===== src/rtl/qadd_arb.sv =====
// Two-requester round-robin front end feeding a 3-stage a + 2*b pipeline.
// Results return on the requester's response port three unfrozen cycles after acceptance.
module qadd_arb #(
  parameter int unsigned WIDTH = 8
) (
  input  logic             clk,
  input  logic             rst,
  input  logic             hold,
  input  logic             req0_valid,
  input  logic [WIDTH-1:0] req0_a,
  input  logic [WIDTH-1:0] req0_b,
  output logic             req0_ready,
  input  logic             req1_valid,
  input  logic [WIDTH-1:0] req1_a,
  input  logic [WIDTH-1:0] req1_b,
  output logic             req1_ready,
  output logic             resp0_valid,
  output logic [WIDTH-1:0] resp0_c,
  output logic             resp1_valid,
  output logic [WIDTH-1:0] resp1_c,
  output logic [1:0]       inflight,
  output logic             idle
);

  // last_q = 1 means requester 1 was granted most recently, so requester 0 wins a tie
  logic             last_q;
  logic             s1_v_q, s1_tag_q;
  logic [WIDTH-1:0] s1_a_q, s1_b_q;
  logic             s2_v_q, s2_tag_q;
  logic [WIDTH-1:0] s2_sum_q, s2_b_q;
  logic             s3_v_q, s3_tag_q;
  logic [WIDTH-1:0] s3_c_q;
  logic [1:0]       inflight_q, inflight_d;

  logic             grant0, grant1, accept, resp_fire;
  logic [WIDTH-1:0] in_a, in_b;

  always_comb begin
    grant0    = rst && !hold && req0_valid && (!req1_valid || last_q);
    grant1    = rst && !hold && req1_valid && (!req0_valid || !last_q);
    accept    = grant0 || grant1;
    resp_fire = rst && !hold && s3_v_q;
    in_a      = grant1 ? req1_a : req0_a;
    in_b      = grant1 ? req1_b : req0_b;
  end

  always_comb begin
    inflight_d = inflight_q;
    unique case ({accept, resp_fire})
      2'b10:   inflight_d = inflight_q + 2'd1;
      2'b01:   inflight_d = inflight_q - 2'd1;
      default: inflight_d = inflight_q;
    endcase
  end

  always_ff @(posedge clk) begin
    if (!rst) begin
      last_q     <= 1'b1;
      s1_v_q     <= 1'b0;
      s1_tag_q   <= 1'b0;
      s1_a_q     <= '0;
      s1_b_q     <= '0;
      s2_v_q     <= 1'b0;
      s2_tag_q   <= 1'b0;
      s2_sum_q   <= '0;
      s2_b_q     <= '0;
      s3_v_q     <= 1'b0;
      s3_tag_q   <= 1'b0;
      s3_c_q     <= '0;
      inflight_q <= 2'd0;
    end else if (!hold) begin
      if (accept) last_q <= grant1;
      s1_v_q     <= accept;
      s1_tag_q   <= grant1;
      s1_a_q     <= in_a;
      s1_b_q     <= in_b;
      s2_v_q     <= s1_v_q;
      s2_tag_q   <= s1_tag_q;
      s2_sum_q   <= s1_a_q + s1_b_q;
      s2_b_q     <= s1_b_q;
      s3_v_q     <= s2_v_q;
      s3_tag_q   <= s2_tag_q;
      s3_c_q     <= s2_sum_q + s2_b_q;
      inflight_q <= inflight_d;
    end
  end

  always_comb begin
    req0_ready  = grant0;
    req1_ready  = grant1;
    resp0_valid = resp_fire && !s3_tag_q;
    resp1_valid = resp_fire && s3_tag_q;
    resp0_c     = rst ? s3_c_q : '0;
    resp1_c     = rst ? s3_c_q : '0;
    inflight    = inflight_q;
    idle        = (inflight_q == 2'd0) && !req0_valid && !req1_valid;
  end

endmodule


===== config.mk =====
export PLATFORM = sky130hd
export DESIGN_NAME = qadd_arb
export DESIGN_NICKNAME = d
export VERILOG_FILES = /design/src/rtl/qadd_arb.sv
export SDC_FILE = /design/constraint.sdc
export NUM_CORES = 1
export LEC_CHECK = 0
export CORE_UTILIZATION = 55
export DETAILED_ROUTE_END_ITERATION = 7
export HOLD_SLACK_MARGIN = 0.06
export PLACE_DENSITY = 0.95
export SYNTH_ARGS = -nofsm -noshare
export SYNTH_HDL_FRONTEND = slang
export SYNTH_SLANG_ARGS = --single-unit

===== constraint.sdc =====
create_clock -name clk -period 2.4 [get_ports clk]
set_input_delay 0.36 -clock clk [delete_from_list [all_inputs] [get_ports clk]]
set_output_delay 0.36 -clock clk [all_outputs]
set_load 0.01 [all_outputs]

==> summary.txt <==
Fillers: 357
Syn avg cell area: 9.19 um2
Ys flop type: dfxtp_1
Seq/Total Area, Yosys: 34.9%
Synth cell count leaders: dfxtp_1 (49), nand2_1 (33), mux2i_1 (31)
#FFs+latches synth: 49
R2r setup slk: 0.60 ns
Worst-skew pair later-pin latency: 0.30 ns
Via density: 5.61
Worst-path maximum fanout: 7
Post-synth EDFFs: 0
Die Ht: 73.5 um
Final setup violating endpoints: 0
Via Count: 2,368
Layout area overhead: 23.0%
Crit path arrival time: 1.84 ns
M1 GR Usage: 30.0%
Critical Path Stages: 4
Hold buffers post-CTS: 0
Startpoint types: input pin
IO buf count: 59
Post-CTS sizing: 0
Slew HR: 72.5%
Fin worst setup slack: 0.205 ns
Max VDD drop: 340 uV
Post-layout nets: 407
Post-Syn Instances: 306
Core Rows: 25
CORE AREA: 4820 um2
Share of post-route cells with drive strength above 1: 6.76%
FF-to-FF Start: s1_b_q[4]$_SDFFE_PN0N_
Total Routing Usage GR: 24.6%
Die X: 73.5 um
Met2 Usage GRT: 42.2%
Clock root cell: clkbuf_8
GRT Max-Usage Layer: met2
Drt initial violations: 170
Clk slew on worst S/H paths: 0.08 ns
RSZ-0062 raised after global routing: false
Worst Setup SP: req0_valid
Crit. End Element: primary output
Period utilisation layout: 91.5%
Synthesized Nets: 359
Worst slew pin tran: 0.412 ns
Final Hold Fails: 0
Largest net degree at the start of global routing: 45
CTS sink cnt: 49
DRC: 0
Post-Synthesis Cell Area: 2810 um2
Buf+Inv Stages, Crit Path: 2
Setup TNS Final: 0 ns
Post-CTS Setup Inserts: 0
CP Capture Point: req1_ready
CP Cell Sequence: clkdlybuf4s50_1 -> a21boi_2 -> and2_2 -> clkdlybuf4s50_1
Number of global-route vias before repair: 2,315
MaxCap Viol Count: 0
Max Slew Vio Count: 0
Yosys top cell area share: 34.9%
FF-to-FF End: s2_sum_q[7]$_SDFFE_PN0N_
Antenna fix cells: 0
CTS Buffer Depth: 2
Io pins: 60
Yosys warns: 0
GPL Wtd Cong: 0.817
CTS tree: yes
Area contributors post-synth: dfxtp_1 (35%), mux2i_1 (11%), ha_1 (6.2%)
DR pass1 iterations: 5
Area of the die: 5400 um2
Count leader, synth: dfxtp_1
Worst Path Class, Setup: in2out
Tmin final: 2.20 ns
P_leak: 1.49 nW
Largest stage delay on the critical path: 0.52 ns
Final ANT Viol Nets: 0
Total grt overflow: 0
Unique cell type count in the Yosys netlist: 46
Initial antenna violation count: 0
Worst reg-to-reg path cell count: 5
First-pass GRT wire length: 10,300 um
Yosys top cell by area: dfxtp_1
Grt met3 use: 4.25%
DPL Wire Length: 4290 um
CP max stage cell: clkdlybuf4s50_1
Worst endpoint required time: 2.04 ns
Crit path max-delay family: buffers and inverters
Starting Density: 58.4%
Crit path top cell by count: clkdlybuf4s50_1
DP Worst Slack: 0.222 ns
PwrDens: 525 nW/um2
Num CTS Buffers: 5
Clock skew: 0.0101 ns
H-tree depth: 2
Ys async rst share: 0%
Status: complete, no violations
Max Fclk: 456 MHz
Routed wire per std cell: 14.3 um
Final WL: 6020 um
Worst min-delay path class: in2reg
==> worst reg2reg max path, delay by kind of cell (launching register included) <==
family / cells / cell delay, ns
AO/OA/AOI/OAI: 3 / 0.62
adder cells (fa/ha/maj): 1 / 0.36
flip-flops: 1 / 0.35
AND/OR/NAND/NOR: 1 / 0.38
==> cells by family (layout without fill, tap and decap cells) <==
logic type | after synthesis | in the layout | share of synthesized area [%]
xor gates and xnor gates | 5 | 5 | 1.56
muxes | 31 | 31 | 11.0
adders and majority gates | 16 | 16 | 7.65
DFF | 49 | 49 | 34.9
and+or+nand+nor | 98 | 98 | 18.2
buffers and inverters | 36 | 85 | 7.56
AOI/OAI and AO/OA | 71 | 71 | 19.1
==> per-stage QoR <==
stage	total power, mW	util [%]	std cells	hold WS, ns	instance area [um2]
after floorplan	1.17	-	306	0.445	2810
after global placement	1.29	69.8	414	0.456	3360
after detailed placement	1.31	69.8	414	0.464	3360
after CTS	1.82	71.8	422	0.475	3460
after global routing	1.90	71.8	422	0.492	3460
final	1.81	71.8	422	0.470	3460
==> worst min-delay path by stage <==
stage / startpoint / endpoint / slack, ns / depth (start not counted)
final: rst / last_q$_SDFFE_PN1P_ / 0.47 / 3
after global routing: hold / s3_c_q[4]$_SDFFE_PN0N_ / 0.49 / 4
after CTS: hold / s2_sum_q[4]$_SDFFE_PN0N_ / 0.48 / 4
after detailed placement: s3_c_q[3]$_SDFFE_PN0N_ / s3_c_q[3]$_SDFFE_PN0N_ / 0.46 / 2
after global placement: s3_c_q[3]$_SDFFE_PN0N_ / s3_c_q[3]$_SDFFE_PN0N_ / 0.46 / 2
after floorplan: s3_c_q[3]$_SDFFE_PN0N_ / s3_c_q[3]$_SDFFE_PN0N_ / 0.45 / 2
==> power by group <==
part           leakage (nW)  internal (mW)  switching, mW
sequential            0.403          0.869         0.0415
clock                0.0512          0.234          0.284
combinational          1.03          0.208          0.179
total                  1.49           1.31          0.504
==> flip-flops by register name, summed over array words and instances (netlist names) <==
register,count
s3_v_q,1
s1_b_q,8
s3_tag_q,1
s1_v_q,1
s2_b_q,8
s2_tag_q,1
last_q,1
inflight,2
s2_sum_q,8
s3_c_q,8
s2_v_q,1
s1_a_q,8
s1_tag_q,1
==> layer usage <==
layer	routed length (um)	vias to the layer above
met4	204	0
met1	2610	1082
met2	2920	98
met5	0	-
li1	-	1173
met3	288	15
==> placed cells by master, fill, tap and decap left out, drive strengths merged, types with 3 or more instances in the layout <==
master         instances
clkdlybuf4s50         57
clkbuf                 6
xnor2                  3
and2                  15
o31ai                  3
or3                    4
o21a                   6
a31oi                  3
inv                   10
buf                   10
ha                    14
nor2b                 17
and3                   5
dfxtp                 49
nand3                  7
nor3b                  3
a21oi                 10
nor3                   3
o311ai                 3
o21ai                 13
o211ai                 3
nand2                 33
o211a                 17
a21boi                 5
nor2                   7
mux2i                 31
==> final cells by class <==
cell class                 instances  area (um2)  share of cell area (%)
tap                               67        83.8                    2.42
inverter                          10        37.5                    1.09
sequential                        49         981                    28.4
multi-input combinational        221        1620                    46.8
timing repair buffer              67         641                    18.5
clock buffer                       6        82.6                    2.39
clock inverter                     2        13.8                   0.398
Note: power is estimated with default switching activity, not from simulation.
